==> config.mk <==
export PLATFORM = sky130hd
export DESIGN_NAME = parallel_io_bank
export DESIGN_NICKNAME = d
export VERILOG_FILES = /design/src/rtl/parallel_io_bank.sv
export SDC_FILE = /design/constraint.sdc
export NUM_CORES = 1
export LEC_CHECK = 0
export BUFFER_PORTS_ARGS = -buffer_cell sky130_fd_sc_hd__buf_2
export CAP_MARGIN = 10
export CORE_ASPECT_RATIO = 1.2
export CORE_MARGIN = 2
export CORE_UTILIZATION = 40
export DETAILED_ROUTE_END_ITERATION = 8
export HOLD_SLACK_MARGIN = 0.1
export PLACE_DENSITY = 0.59
export SETUP_SLACK_MARGIN = 0.3
export SYNTH_ARGS = -nofsm -noshare
export SYNTH_HDL_FRONTEND = slang
export SYNTH_SLANG_ARGS = --single-unit
==> constraint.sdc <==
create_clock -name clk -period 5.4 [get_ports clk]
set_input_delay 1.35 -clock clk [delete_from_list [all_inputs] [get_ports clk]]
set_output_delay 1.35 -clock clk [all_outputs]
set_load 0.02 [all_outputs]
==> src/rtl/parallel_io_bank.sv <==
// parallel_io_bank
//   Memory-mapped parallel I/O bank for the 8-bit single-cycle core.
//   N_OUT writable output ports, N_IN synchronised input ports, sticky
//   change flags (write-1-to-clear), an interrupt mask and a registered irq.
//
//   Address map, as an offset from BASE_ADDR:
//     0 .. N_OUT-1              OUT[i]  read/write
//     N_OUT .. N_OUT+N_IN-1     IN[i]   read-only
//     N_OUT+N_IN                FLAGS   W1C, bits [N_IN-1:0]
//     N_OUT+N_IN+1              MASK    R/W, bits [N_IN-1:0]
//
// Ports:
//   clk      clock, all state updates on the rising edge
//   rst      synchronous active-high reset
//   we       write strobe
//   addr     byte address
//   wdata    write data
//   rdata    combinational read data for addr (0 when not hit)
//   hit      combinational, addr lies inside the bank
//   in_pins  asynchronous inputs, port i at [i*DATA_W +: DATA_W]
//   out_pins registered outputs, port i at [i*DATA_W +: DATA_W]
//   irq      registered OR of (FLAGS & MASK)
module parallel_io_bank #(
  parameter int                DATA_W    = 8,
  parameter int                ADDR_W    = 8,
  parameter int                N_OUT     = 4,
  parameter int                N_IN      = 4,
  parameter logic [ADDR_W-1:0] BASE_ADDR = 8'hF0
) (
  input  logic                    clk,
  input  logic                    rst,
  input  logic                    we,
  input  logic [ADDR_W-1:0]       addr,
  input  logic [DATA_W-1:0]       wdata,
  output logic [DATA_W-1:0]       rdata,
  output logic                    hit,
  input  logic [N_IN*DATA_W-1:0]  in_pins,
  output logic [N_OUT*DATA_W-1:0] out_pins,
  output logic                    irq
);

  localparam int                N_REGS    = N_OUT + N_IN + 2;
  localparam logic [ADDR_W-1:0] OFF_FLAGS = ADDR_W'(N_OUT + N_IN);
  localparam logic [ADDR_W-1:0] OFF_MASK  = ADDR_W'(N_OUT + N_IN + 1);
  // One bit wider so a bank ending exactly at 2^ADDR_W is still representable.
  localparam logic [ADDR_W:0]   END_ADDR  = {1'b0, BASE_ADDR} + (ADDR_W+1)'(N_REGS);

  logic [ADDR_W-1:0] offset;
  logic              wr_en;

  logic [DATA_W-1:0] out_val [N_OUT];
  logic [DATA_W-1:0] in_val  [N_IN];
  logic [N_IN-1:0]   changed;

  logic [1:0]        arm_q, arm_d;
  logic              armed;
  logic [N_IN-1:0]   flags_q, flags_d, flags_clr;
  logic [N_IN-1:0]   mask_q, mask_d;
  logic              irq_q, irq_d;

  // ---------------------------------------------------------------- decode
  assign offset = addr - BASE_ADDR;
  assign hit    = (addr >= BASE_ADDR) && ({1'b0, addr} < END_ADDR);
  assign wr_en  = we && hit;

  // ---------------------------------------------------------- output ports
  genvar gi;
  generate
    for (gi = 0; gi < N_OUT; gi++) begin : g_out
      logic [DATA_W-1:0] out_q;

      always_ff @(posedge clk) begin
        if (rst) begin
          out_q <= '0;
        end else if (wr_en && (offset == ADDR_W'(gi))) begin
          out_q <= wdata;
        end
      end

      assign out_val[gi]                    = out_q;
      assign out_pins[gi*DATA_W +: DATA_W] = out_q;
    end
  endgenerate

  // ----------------------------------------------------------- input ports
  // s1/s2 form the synchroniser; s3 holds the previous synchronised value so
  // a difference between s2 and s3 marks a change seen this cycle.
  generate
    for (gi = 0; gi < N_IN; gi++) begin : g_in
      logic [DATA_W-1:0] s1_q, s2_q, s3_q;

      always_ff @(posedge clk) begin
        if (rst) begin
          s1_q <= '0;
          s2_q <= '0;
          s3_q <= '0;
        end else begin
          s1_q <= in_pins[gi*DATA_W +: DATA_W];
          s2_q <= s1_q;
          s3_q <= s2_q;
        end
      end

      assign in_val[gi]  = s2_q;
      assign changed[gi] = armed && (s2_q != s3_q);
    end
  endgenerate

  // --------------------------------------------------- flags, mask and irq
  // Detection stays off until the pipeline has refilled after reset, so a
  // pin held non-zero through reset does not look like a change.
  assign armed = (arm_q == 2'd3);

  always_comb begin
    arm_d     = armed ? arm_q : arm_q + 2'd1;
    flags_clr = '0;
    mask_d    = mask_q;
    if (wr_en && (offset == OFF_FLAGS)) flags_clr = wdata[N_IN-1:0];
    if (wr_en && (offset == OFF_MASK))  mask_d    = wdata[N_IN-1:0];
    // OR-ing the set term last makes a new change win over a same-cycle clear.
    flags_d = (flags_q & ~flags_clr) | changed;
    irq_d   = |(flags_d & mask_d);
  end

  always_ff @(posedge clk) begin
    if (rst) begin
      arm_q   <= 2'd0;
      flags_q <= '0;
      mask_q  <= '0;
      irq_q   <= 1'b0;
    end else begin
      arm_q   <= arm_d;
      flags_q <= flags_d;
      mask_q  <= mask_d;
      irq_q   <= irq_d;
    end
  end

  assign irq = irq_q;

  // ------------------------------------------------------------- read mux
  always_comb begin
    rdata = '0;
    if (hit) begin
      for (int i = 0; i < N_OUT; i++) begin
        if (offset == ADDR_W'(i)) rdata = out_val[i];
      end
      for (int i = 0; i < N_IN; i++) begin
        if (offset == ADDR_W'(N_OUT + i)) rdata = in_val[i];
      end
      if (offset == OFF_FLAGS) rdata = DATA_W'(flags_q);
      if (offset == OFF_MASK)  rdata = DATA_W'(mask_q);
    end
  end

endmodule

; ---- Yosys cells after proc, flatten, opt, wreduce, memory -nomap -nowiden
; Cells that the tools add are included.
[op_classes]
addsub = 2
n_mul = 0
n_div = 0
n_lt_le_gt_ge = 2
n_eq_ne = 14
n_shift = 0
n_mux = 13
bitwise = 4
reduce_logical = 14
[op_table]
columns = operator, count
row1 = two-way mux 8 bit, 11
row2 = == test 8 x 3 -> 1 bit (second input constant), 4
row3 = != test 8 bit, 4
row4 = == test 8 x 2 -> 1 bit (second input constant), 2
row5 = == test 8 x 4 -> 1 bit (second input constant), 2
row6 = logical AND 1 bit, 12
row7 = bitwise AND 4 bit, 2
row8 = == test 8 x 1 -> 1 bit (second input constant), 1
row9 = >= comparator 8 bit (second input constant), 1
row10 = zero test 8 bit, 1
row11 = < comparator 8 bit (second input constant), 1
row12 = two-way mux 4 bit, 2
row13 = subtractor 8 bit (second input constant), 1
row14 = inverter 4 bit, 1
row15 = bitwise OR 4 bit, 1
row16 = OR reduction 4 bit, 1
row17 = adder 2 x 1 -> 2 bit (second input constant), 1
row18 = == test 2 bit (second input constant), 1
[word_totals]
regBits = 139
latchBits = 0
ram_bits = 0
mem_bits_ro = 0
mem_count = 0

; ---- Logic depth before layout (Yosys ltp)
[logic_depth]
ltp_word = 13
depth_mapped = 7
mapped_depth_nobuf = 5

; ---- Worst setup path after synthesis
; OpenSTA, ideal clock, no wires.
[synth_path]
kind = in2out
start = input addr[2]
end = output rdata[0]
arrival_time_ns = 2.745
required_time_ns = 4.050
slack_ns = 1.305
stages = 6
path_cell_list = buf_6 -> or2_1 -> buf_6 -> a21oi_1 -> o21ai_0 -> a21oi_1
[synth_rtl]
columns = item, line_no
row1 = "start, declared", 33  ; input logic [ADDR_W-1:0] addr,
row2 = >= comparator 8 bit / < comparator 8 bit (equally long branches), 63  ; assign hit = (addr >= BASE_ADDR) && ({1'b0, addr} < END_ADDR);
row3 = logical AND 1 bit *, 63
row4 = named net hit, 36  ; output logic hit,
row5 = two-way mux 8 bit *, 144  ; if (hit) begin
row6 = "end, declared", 35  ; output logic [DATA_W-1:0] rdata,
; Mark *: on every way through the listed nets, which the timed path passes. The rest lies on a longest branch.

; ---- Worst setup path after layout
[layout_path]
start = input addr[1]
end = output rdata[4]
[layout_between]
elab_chain_len = 13
[layout_lines]
columns = item, line_no
row1 = subtractor 8 bit, 62  ; assign offset = addr - BASE_ADDR;
row2 = zero test 8 bit, 146  ; if (offset == ADDR_W'(i)) rdata = out_val[i];
row3 = two-way mux 8 bit (4 in a row), 146
row4 = two-way mux 8 bit (4 in a row), 149  ; if (offset == ADDR_W'(N_OUT + i)) rdata = in_val[i];
row5 = two-way mux 8 bit, 151  ; if (offset == OFF_FLAGS) rdata = DATA_W'(flags_q);
row6 = two-way mux 8 bit, 152  ; if (offset == OFF_MASK) rdata = DATA_W'(mask_q);
row7 = two-way mux 8 bit *, 144
; Mark *: on every way between the ends. The rest lies on a longest branch, timed or not.

==> results.cfg <==
[sta]
skew_ns = 0.007167
tightest_slew_ns = 0.8920
fmax_ghz = 0.2161
fin_tns_setup_ns = 0
period_needed_ns = 4.628
max_slew_margin = 0.4054
rsz0062_at_grt = false
hold_viol = 0
slew_viol_final = 0
setup-violations-final = 0
timing.final.crit_share = 0.8571
final.setup.worst_slack_ns = 0.7719

[pwr]
peakVddDrop_v = 0.0001565
leakagePower_nw = 2.900
p_per_area_mw_per_mm2 = 370.6

[route]
drtIter0Drc = 218
vias = 3894
drc = 0
drt_first_pass_iters = 4
vias_per_cell = 4.861
ant_nets = 0
wl_per_cell_um = 15.68
finalWirelength_um = 12560

[clocking]
post_cts_resized = 0
cts-root-buf = clkbuf_16
cts_sinks = 139
htree_levels = 4
cts_buffers = 17
cts_setup_buffers = 0
clk_latency_ns = 0.42
cts_tree = yes
clock_path_buffers = 2
postCtsHoldBufs = 0
path_clk_slew_ns = 0.06

[logic_synthesis]
ys_ff_latch = 139
synth-main-ff-cell = dfxtp_1
post-synth-top-count-cell = dfxtp_1
yosys-top-cells-count = dfxtp_1 (139), nor2b_1 (98), nor2_1 (53)
syn-instance-count = 539
yosys.area.top_type_share = 0.5171
syn_area_mm2 = 0.005381
synth_edf_count = 0
synth_area_leaders = dfxtp_1 (52%), nor2b_1 (11%), mux2i_1 (7.1%)
avgSynthCellArea_um2 = 9.984
synth_nets = 591
yosysSeqAreaShare = 0.5171
synth_top_cell_by_area = dfxtp_1
synth-async-reset-ratio = 0
synth_warnings = 0
synthDistinctLibCells = 54

[worst_hold_path]
whs_endpoint = g_in[3].s2_q[6]$_SDFF_PP0_
hp-class = reg2reg
hp-start = g_in[3].s1_q[6]$_SDFF_PP0_
whs_path_depth = 1

[floorplanning]
core_area_mm2 = 0.01318
ios = 93
dieArea_mm2 = 0.01440
start_util = 0.4083
placementRows = 46
die_y_um = 131.1
die_width_um = 109.9

[critical_path]
start_kind = input port
slowest_stage = buf_2
rrSetupSlack_ns = 3.81
cpMostUsedCell = buf_2
critPathRequiredTime_ns = 4.05
rr_worst_depth = 5
worstSetupPathType = in2out
worstPathCellList = buf_2 -> nand2_1 -> or4_1 -> nor2_1 -> o22a_1 -> a31oi_1 -> buf_2
critPathArrivalTime_ns = 3.28
r2r-start = g_in[0].s2_q[2]$_SDFF_PP0_
crit_path_end_kind = output pin
r2r-end = irq$_SDFF_PP0_
crit_fanout = 37
slowest_delay_ns = 0.54
critical_path.top_delay_family = simple AND/OR/NAND/NOR gates
critPathBufInv = 2

[place]
place.gp.congestion = 0.8508
place_ws_ns = 0.7900
numPortBuffers = 92
dp_hpwl_um = 9009
dp_cells = 769

[global_routing]
antenna_found_initial = 0
overflow = 0
grt_pass1_vias = 3650
grt_start_max_net_pins = 90
groute.usage.overall = 0.1816
grt_pass1_wl_um = 19370

[final_layout]
seq_area_mm2 = 0.002783
drive_gt1_frac = 0.2164
layout.nets = 672
multi_input_area_mm2 = 0.002422
area_growth_pct = 21.23
fillers = 1261
antennaDiodeCount = 0
fin_cells = 801

[run]
maxCapViolCount = 0

[outcome]
outcome = completed
-- cell type report --
cell class | instances | share of cell area
Tap cell | 168 | 0.03222
Clock inverter | 14 | 0.02800
Timing Repair Buffer | 94 | 0.07326
Clock buffer | 18 | 0.06578
Sequential cell | 139 | 0.4265
Inverter | 5 | 0.002877
Multi-Input combinational cell | 363 | 0.3713
-- worst max path at each step --
stage                        from        to  cells after the start
after global routing      addr[1]  rdata[4]                      7
after global placement    addr[1]  rdata[6]                      7
after CTS                 addr[1]  rdata[4]                      7
after floorplan           addr[2]  rdata[0]                      6
final                     addr[1]  rdata[4]                      7
after detailed placement  addr[1]  rdata[3]                      7
-- layout by cell type, fill, tap and decap left out, types with 3 or more instances in the layout --
cell type and count:
buf_2 91, mux2i_1 38, o21ai_1 3, o21ai_0 10, o22ai_1 4, xor2_1 33, nand2b_1 4, buf_4 3
dfxtp_1 139, nor3_1 5, a211oi_1 3, clkbuf_16 17, nor2_1 53, nor4_1 9, nand4_1 6, clkinv_4 3
a31oi_1 3, o22a_1 3, nor2b_1 98, inv_1 5, inv_6 4, bufinv_16 3, nand2_1 20, a21oi_1 23
o21bai_1 3, o31ai_1 3, a21boi_0 7
-- per-layer routing --
layer  part of all wire  GRT usage
met2               0.49     0.3089
met4              0.013    0.06255
met5                  0          0
met3              0.044    0.04350
met1               0.45     0.2239
-- sequential cells by signal, indices dropped and copies added, names as in the netlist --
| signal | flops |
|---|---|
| flags_q | 4 |
| irq | 1 |
| g_out.out_q | 32 |
| g_in.s1_q | 32 |
| mask_q | 4 |
| g_in.s3_q | 32 |
| arm_q | 2 |
| g_in.s2_q | 32 |
-- worst register-to-register path, stage by stage, from the launching register on --
cell and delay [ns]:
dfxtp_1 0.34, xor2_1 0.16, nor4_1 0.34, nand2_1 0.20, a22oi_1 0.27, o2111ai_1 0.15
-- through the flow --
stage               cell area [um2]  total power (W)  hold slack (ns)  utilization
finish                         6524         0.002418           0.4357       0.4950
global route                   6524         0.002512           0.4544       0.4950
CTS                            6524         0.002446           0.4404       0.4950
detailed placement             5912         0.001251           0.4248       0.4485
global placement               5912         0.001247           0.4217       0.4485
floorplan                      5381         0.001199           0.4138            -
-- where the power goes --
group          leakage (nW)  internal, W  switching [W]
Sequential             1.14      0.00106      0.0000199
Combinational          1.47    0.0000635      0.0000821
Clock                 0.294     0.000736       0.000455
Total                  2.90      0.00186       0.000557
-- cells by family after synthesis --
kind of cell    Yosys count  synth area share
flops                   139            0.5171
fa+ha+maj                 1          0.002325
buf+inv                  37           0.03278
compound gates           74           0.08928
mux                      43           0.08323
simple gates            212            0.2216
xor+xnor                 33           0.05371
Power figures use the tool's default switching activity.
